--- src/rtl/fragment_hazard_guard.sv ---
// Issue controller for the read-blend-write fragment pipeline: holds back fragments whose
// framebuffer index matches an in-flight writer, caps in-flight count, retires in order.
module fragment_hazard_guard #(
  parameter int FRAMEBUFFER_INDEX_WIDTH = 14,
  parameter int PAYLOAD_WIDTH           = 96,
  parameter int MAX_IN_FLIGHT           = 8
) (
  input  logic                               aclk,
  input  logic                               reset,
  input  logic                               hazardEnable,
  input  logic                               s_frag_tvalid,
  output logic                               s_frag_tready,
  input  logic                               s_frag_tlast,
  input  logic                               s_frag_tkeep,
  input  logic [FRAMEBUFFER_INDEX_WIDTH-1:0] s_frag_tindex,
  input  logic [PAYLOAD_WIDTH-1:0]           s_frag_tpayload,
  output logic                               m_frag_tvalid,
  input  logic                               m_frag_tready,
  output logic                               m_frag_tlast,
  output logic                               m_frag_tkeep,
  output logic [FRAMEBUFFER_INDEX_WIDTH-1:0] m_frag_tindex,
  output logic [PAYLOAD_WIDTH-1:0]           m_frag_tpayload,
  input  logic                               fragmentProcessed,
  output logic [$clog2(MAX_IN_FLIGHT):0]     inFlight,
  output logic                               hazardStall,
  output logic                               retireUnderflow
);

  localparam int PTR_W = $clog2(MAX_IN_FLIGHT);
  localparam int CNT_W = PTR_W + 1;
  localparam logic [CNT_W-1:0] DEPTH = CNT_W'(MAX_IN_FLIGHT);

  logic [MAX_IN_FLIGHT-1:0]           entry_valid;
  logic [MAX_IN_FLIGHT-1:0]           entry_keep;
  logic [FRAMEBUFFER_INDEX_WIDTH-1:0] entry_index [MAX_IN_FLIGHT];
  logic [PTR_W-1:0]                   wr_ptr;
  logic [PTR_W-1:0]                   rd_ptr;
  logic [CNT_W-1:0]                   in_flight;

  logic index_match;
  logic hazard;
  logic full;
  logic slot_free;
  logic push;
  logic pop;

  // Only registered tracker state is examined, so a same-cycle retire never unblocks.
  always_comb begin
    index_match = 1'b0;
    for (int i = 0; i < MAX_IN_FLIGHT; i++) begin
      if (entry_valid[i] && entry_keep[i] && (entry_index[i] == s_frag_tindex)) begin
        index_match = 1'b1;
      end
    end
  end

  assign hazard        = hazardEnable && s_frag_tkeep && index_match;
  assign full          = (in_flight == DEPTH);
  assign slot_free     = !m_frag_tvalid || m_frag_tready;
  assign s_frag_tready = slot_free && !full && !hazard;
  assign hazardStall   = s_frag_tvalid && hazard;
  assign push          = s_frag_tvalid && s_frag_tready;
  assign pop           = fragmentProcessed && (in_flight != '0);
  assign inFlight      = in_flight;

  always_ff @(posedge aclk) begin
    if (reset) begin
      entry_valid     <= '0;
      wr_ptr          <= '0;
      rd_ptr          <= '0;
      in_flight       <= '0;
      retireUnderflow <= 1'b0;
    end else begin
      if (pop) begin
        entry_valid[rd_ptr] <= 1'b0;
        rd_ptr              <= rd_ptr + 1'b1;
      end
      // Push and pop never target the same slot: push needs !full, pop needs !empty.
      if (push) begin
        entry_valid[wr_ptr] <= 1'b1;
        wr_ptr              <= wr_ptr + 1'b1;
      end
      case ({push, pop})
        2'b10:   in_flight <= in_flight + CNT_W'(1);
        2'b01:   in_flight <= in_flight - CNT_W'(1);
        default: in_flight <= in_flight;
      endcase
      if (fragmentProcessed && (in_flight == '0)) begin
        retireUnderflow <= 1'b1;
      end
    end
  end

  always_ff @(posedge aclk) begin
    if (push) begin
      entry_keep[wr_ptr]  <= s_frag_tkeep;
      entry_index[wr_ptr] <= s_frag_tindex;
    end
  end

  always_ff @(posedge aclk) begin
    if (reset) begin
      m_frag_tvalid   <= 1'b0;
      m_frag_tlast    <= 1'b0;
      m_frag_tkeep    <= 1'b0;
      m_frag_tindex   <= '0;
      m_frag_tpayload <= '0;
    end else if (push) begin
      m_frag_tvalid   <= 1'b1;
      m_frag_tlast    <= s_frag_tlast;
      m_frag_tkeep    <= s_frag_tkeep;
      m_frag_tindex   <= s_frag_tindex;
      m_frag_tpayload <= s_frag_tpayload;
    end else if (m_frag_tready) begin
      m_frag_tvalid   <= 1'b0;
    end
  end

endmodule
--- config.mk ---
export PLATFORM = sky130hd
export DESIGN_NAME = fragment_hazard_guard
export DESIGN_NICKNAME = d
export VERILOG_FILES = /design/src/rtl/fragment_hazard_guard.sv
export SDC_FILE = /design/constraint.sdc
export NUM_CORES = 1
export LEC_CHECK = 0
export CAP_MARGIN = 5
export CORE_MARGIN = 5
export CORE_UTILIZATION = 40
export DETAILED_ROUTE_END_ITERATION = 7
export PLACE_DENSITY = 0.66
export SLEW_MARGIN = 20
export SYNTH_ARGS = -nofsm -noshare
export SYNTH_HDL_FRONTEND = slang
export SYNTH_SLANG_ARGS = --single-unit
--- constraint.sdc ---
create_clock -name aclk -period 5.65 [get_ports aclk]
set_clock_uncertainty 0.05 [all_clocks]
set_input_delay 1.13 -clock aclk [delete_from_list [all_inputs] [get_ports aclk]]
set_output_delay 1.13 -clock aclk [all_outputs]
set_load 0.03 [all_outputs]
==> flow_metrics.tcl, run 1 <==
set metrics [dict create \
    num_rows 59 \
    cts_tree "done" \
    area_growth_pct 35.7 \
    grt_overflow 0 \
    coreArea_um2 25800 \
    hold_viol_final 0 \
    synth_compound_area_share_pct 2.02 \
    postCtsSetupBuffers 0 \
    slew_violations 0 \
    leakagePower_uw 0.00530 \
    fin_crit_sh_pct 90.9 \
    grt_max_degree 146 \
    cp_max_fo 10 \
    cts_buffers 28 \
    grt_pass1_wl_mm 41.1 \
    vias 7304 \
    p_per_area_nw_per_um2 356 \
    gp_congestion 0.828 \
    endpoint_kind "output port" \
    ys_warn_count 0 \
    final_common_cell "nand2_1" \
    nets 1268 \
    hpwlAfterDp_mm 18.0 \
    postCtsHoldBufs 0 \
    antenna_found_initial 0 \
    fmax_ghz 0.195 \
    cts_sinks 252 \
    outcome "finished, final reports clean" \
    initial_core_util_pct 40.2 \
    grt_pass1_vias 7427 \
    finalSetupTns_ps 0 \
    layout.cells.most_common_list "240 x nand2_1, 237 x clkdlybuf4s50_1, 132 x dfxtp_1, 120 x edfxtp_1, 113 x mux2i_1" \
    maxSlewHeadroom_pct 32.1 \
    synthArstFlopShare_pct 0 \
    ys.flop_type "dfxtp_1" \
    hp-class "register to register" \
    antenna_left 0 \
    synth_edf_count 120 \
    synth_cell_types 39 \
    whs_ps 404 \
    synthMuxAreaShare_pct 11.0 \
    post_drt_via_cell_ratio 4.87 \
    fin_ws_ps 516 \
    path_class "input pin to output port" \
    syn_nets 1027 \
    synth_fa_ha_area_share_pct 0.795 \
    hold_depth 2 \
    clk_latency_ps 540 \
    synthCells 903 \
    cp.required_ps 4470 \
    track_usage_pct 17.6 \
    die_x_um 171 \
    crit_arrival_ps 3950 \
    synth-seq-cells 252 \
    die_h_um 171 \
    cts_root_buf "clkbuf_16" \
    max_cap_violations 0 \
    port-buffer-count 237 \
    wl_per_cell_um 17.4 \
    finalNonFillerCells 1501 \
    worstMarginPinSlew_ps 1020 \
    clock_path_buffers 3 \
    setup_viol 0 \
    diodes 0 \
    syn_area_um2 10400 \
    fin_crit_ps 5130 \
    ys_seq_area_share_pct 60.1 \
    die-area_um2 29300 \
    syn_area_per_cell_um2 11.5 \
    synth_top_family_by_area "simple AND/OR/NAND/NOR gates" \
    synth_xor_area_share_pct 9.87 \
    drive_gt1_share_pct 7.20 \
    startpoint_type "input pin" \
    rsz0062_at_grt "no" \
    pre_cts_ws_ps 489 \
    synthSimpleGateAreaFrac_pct 13.2 \
    r2r_cells 15 \
    htree_levels 1 \
    drt_iter0_markers 451 \
    place_inst 1449 \
    drc 0 \
    peakVddDrop_v 0.000231 \
    ios 238 \
    drt_wl_total_mm 26.2 \
    clkSlewWorstSetupHoldPaths_ps 60 \
    drt_first_pass_iters 5 \
    post_cts_resized 0 \
]
[flip-flops by register name (all words and copies together), names as in the netlist]
| signal | count |
|---|---|
| entry_index | 112 |
| m_frag_tpayload | 96 |
| m_frag_tindex | 14 |
| entry_keep | 8 |
| entry_valid | 8 |
| inFlight | 4 |
| rd_ptr | 3 |
| wr_ptr | 3 |
| m_frag_tkeep | 1 |
| m_frag_tlast | 1 |
| m_frag_tvalid | 1 |
| retireUnderflow | 1 |
[synth_stat cells, drive strengths merged (2+ instances only)]
library cell | instances | share of area, %
a31o | 2 | 0.17
xor2 | 83 | 7.0
nor3 | 9 | 0.43
dfxtp | 132 | 25
nor2b | 4 | 0.24
clkbuf | 28 | 1.0
nand2b | 2 | 0.12
and3 | 5 | 0.30
mux2i | 113 | 11
ha | 5 | 0.60
edfxtp | 120 | 35
nor4 | 23 | 1.4
buf | 27 | 1.6
nor2 | 16 | 0.60
a32o | 5 | 0.48
a21oi | 7 | 0.34
o311a | 2 | 0.19
nand4 | 12 | 0.72
nand2 | 240 | 8.7
nand3 | 7 | 0.34
a31oi | 4 | 0.39
or4 | 3 | 0.22
inv | 8 | 0.29
xnor2 | 34 | 2.9
[worst max-delay path, cell delays in order]
cell and delay (ps):
clkdlybuf4s50_1 780, buf_4 290, xnor2_1 150, nand4_1 130
nor4_1 260, a31oi_1 210, a31oi_1 270, clkdlybuf4s50_1 720
[power breakdown]
part           total, uW  switching [uW]  internal [uW]
clock network       1770             723           1050
registers           2170            97.3           2070
logic               1080             610            467
total               5020            1430           3590
[worst paths after layout]
| check | to | slack (ps) | startpoint |
|---|---|---|---|
| setup / recovery | hazardStall | 520 | s_frag_tindex[13] |
| setup reg to reg | inFlight[3] | 2080 | entry_index[1][5] |
| hold / removal | m_frag_tpayload[77] | 400 | m_frag_tpayload[77] |
| hold reg to reg | m_frag_tpayload[77] | 400 | m_frag_tpayload[77] |
[per-layer routing]
metal / track usage (%) / routed length, um / up-vias
met4: 4.41 / 456 / 0
met5: 0 / 0 / -
met2: 28.1 / 12100 / 246
met1: 22.3 / 11000 / 3446
met3: 7.14 / 2670 / 34
li1: - / - / 3578
[layout make-up]
cell class | instances | area (um2)
clock inverters | 14 | 139
inverters | 9 | 38.8
multi-input cells | 587 | 3860
repair buffers | 266 | 2620
fillers | 2210 | 11700
well taps | 335 | 419
clock buffers | 38 | 771
flip-flops and latches | 252 | 6250
[stage by stage]
| stage | area (um2) | utilization, % | power, uW |
|---|---|---|---|
| 4_1_cts | 14100 | 54.5 | 5090 |
| 6_report | 14100 | 54.5 | 5020 |
| 3_5_place_dp | 13200 | 51.0 | 3300 |
| 3_3_place_gp | 13200 | 51.0 | 3280 |
| 5_1_grt | 14100 | 54.5 | 5260 |
| 2_1_floorplan | 10400 | - | 2850 |
[cells by family after synthesis]
family	Yosys count
compound gates	26
fa+ha+maj	6
xor+xnor	117
mux	114
buf+inv	64
simple gates	324
flops	252
Power figures use the tool's default switching activity.
==> run 2: changes to the inputs <==
Clock period 5.65 ns to 6.55 ns, I/O delays scaled along.
==> run 2 against run 1 <==
Compared with the run above:
- via count shrank 1.4%
- routed wire length grew 1.2%
- hold slack improved by 1.7 ps
- sequential power down 14%
- global-route usage up 0.16 points
- total power decreased by 14%
- setup slack better by 260 ps
- cell count shrank 0.47%
- first-iteration DRC count is 14% lower
- critical path type unchanged
- critical endpoint is now s_frag_tready
==> flow_metrics.tcl, run 2 (synthesized netlist as in run 1, its figures left out) <==
set metrics [dict create \
    rsz0062_at_grt "no" \
    drc 0 \
    worstMarginPinSlew_ps 1020 \
    grt_pass1_vias 7384 \
    startpoint_type "input pin" \
    diodes 0 \
    num_rows 59 \
    peakVddDrop_v 0.000162 \
    cp_common_cell "clkdlybuf4s50_1" \
    largestRegisters "entry_index (112), m_frag_tpayload (96), m_frag_tindex (14)" \
    outcome "finished, final reports clean" \
    hpwlAfterDp_mm 18.0 \
    post_drt_via_cell_ratio 4.82 \
    crit_arrival_ps 4410 \
    endpoint_kind "output port" \
    clk_latency_ps 530 \
    area_growth_pct 35.1 \
    postCtsSetupBuffers 0 \
    vias 7201 \
    slowest_stage "clkdlybuf4s50_1" \
    crit_path_cell_trace "clkdlybuf4s50_1 > buf_4 > xor2_1 > nor4_1 > nand4_1 > and4_1 > a31oi_4 > nor2b_1 > clkdlybuf4s50_1" \
    cts_buffers 29 \
    cts_sinks 252 \
    fin_crit_ps 5770 \
    max_cap_violations 0 \
    wl_per_cell_um 17.7 \
    nets 1261 \
    finalSetupTns_ps 0 \
    cts_tree "done" \
    fin_crit_sh_pct 88.1 \
    postCtsHoldBufs 0 \
    clkSlewWorstSetupHoldPaths_ps 60 \
    pre_cts_ws_ps 733 \
    clock_path_buffers 3 \
    drt_first_pass_iters 4 \
    maxSlewHeadroom_pct 31.9 \
    cts_root_buf "clkbuf_16" \
    grt_pass1_wl_mm 41.2 \
    largest_reg_flops 112 \
    die_x_um 171 \
    port-buffer-count 237 \
    drt_wl_total_mm 26.5 \
    leakagePower_uw 0.00527 \
    post_cts_resized 0 \
    drive_gt1_share_pct 6.47 \
    hold_viol_final 0 \
    track_usage_pct 17.7 \
    grt_overflow 0 \
    hp-class "register to register" \
    cp_num_buf_inv 3 \
    coreArea_um2 25800 \
    antenna_found_initial 0 \
    fin_total_pwr_uw 4340 \
    slew_violations 0 \
    path_delay_family "buffers and inverters" \
    grt_max_degree 142 \
    cp.required_ps 5190 \
    p_per_area_nw_per_um2 309 \
    die_h_um 171 \
    path_class "input pin to output port" \
    die-area_um2 29300 \
    ios 238 \
    fill_cells 2270 \
    final_common_cell "nand2_1" \
    initial_core_util_pct 40.2 \
    top_register "entry_index" \
    fin_ws_ps 781 \
    antenna_left 0 \
    fin_util_pct 54.3 \
    cpPeakStageDelay_ps 720 \
    setup_viol 0 \
    htree_levels 1 \
    gp_congestion 0.840 \
    fmax_ghz 0.173 \
    drt_iter0_markers 388 \
    cp_max_fo 9 \
    layout.cells.most_common_list "240 x nand2_1, 237 x clkdlybuf4s50_1, 132 x dfxtp_1, 120 x edfxtp_1, 113 x mux2i_1" \
]
run 2: where the power goes:
part	total [uW]	internal, uW	switching [uW]
combinational	924	399	525
sequential	1870	1790	82.9
clock	1540	913	631
run 2: final timing paths:
kind	from	end	slack, ps	depth (start not counted)
max	s_frag_tindex[0]	s_frag_tready	780	9
max reg2reg	entry_index[1][0]	entry_keep[0]	3000	8
min reg2reg	m_frag_tindex[12]	m_frag_tindex[12]	410	2
min	m_frag_tindex[12]	m_frag_tindex[12]	410	2
run 2: per-stage QoR:
stage | hold WS [ps] | cells | instance area (um2)
after CTS | 406 | 1494 | 14000
final | 405 | 1494 | 14000
after floorplan | 419 | 903 | 10400
after global placement | 390 | 1441 | 13100
after global routing | 419 | 1494 | 14000
after detailed placement | 395 | 1441 | 13100
run 2: cell type report:
type	instances	area (um2)	area share, %
repair buffers	258	2550	18.2
clock buffers	38	779	5.56
well taps	335	419	2.99
multi-input cells	587	3860	27.5
clock inverters	15	129	0.918
inverters	9	38.8	0.276
flip-flops and latches	252	6250	44.5
run 2: layer usage:
metal  global-route usage [%]  vias to the layer above  routed length, um
met5                        0                        -                  0
li1                         -                     3551                  -
met2                     28.3                      240              12200
met3                     7.32                       35               2800
met4                     4.10                        0                552
met1                     22.7                     3375              11000
run 2: worst min-delay path, stage by stage, from the launching register on:
cell	delay [ps]
dfxtp_1	310
nand2_1	50
mux2i_1	50
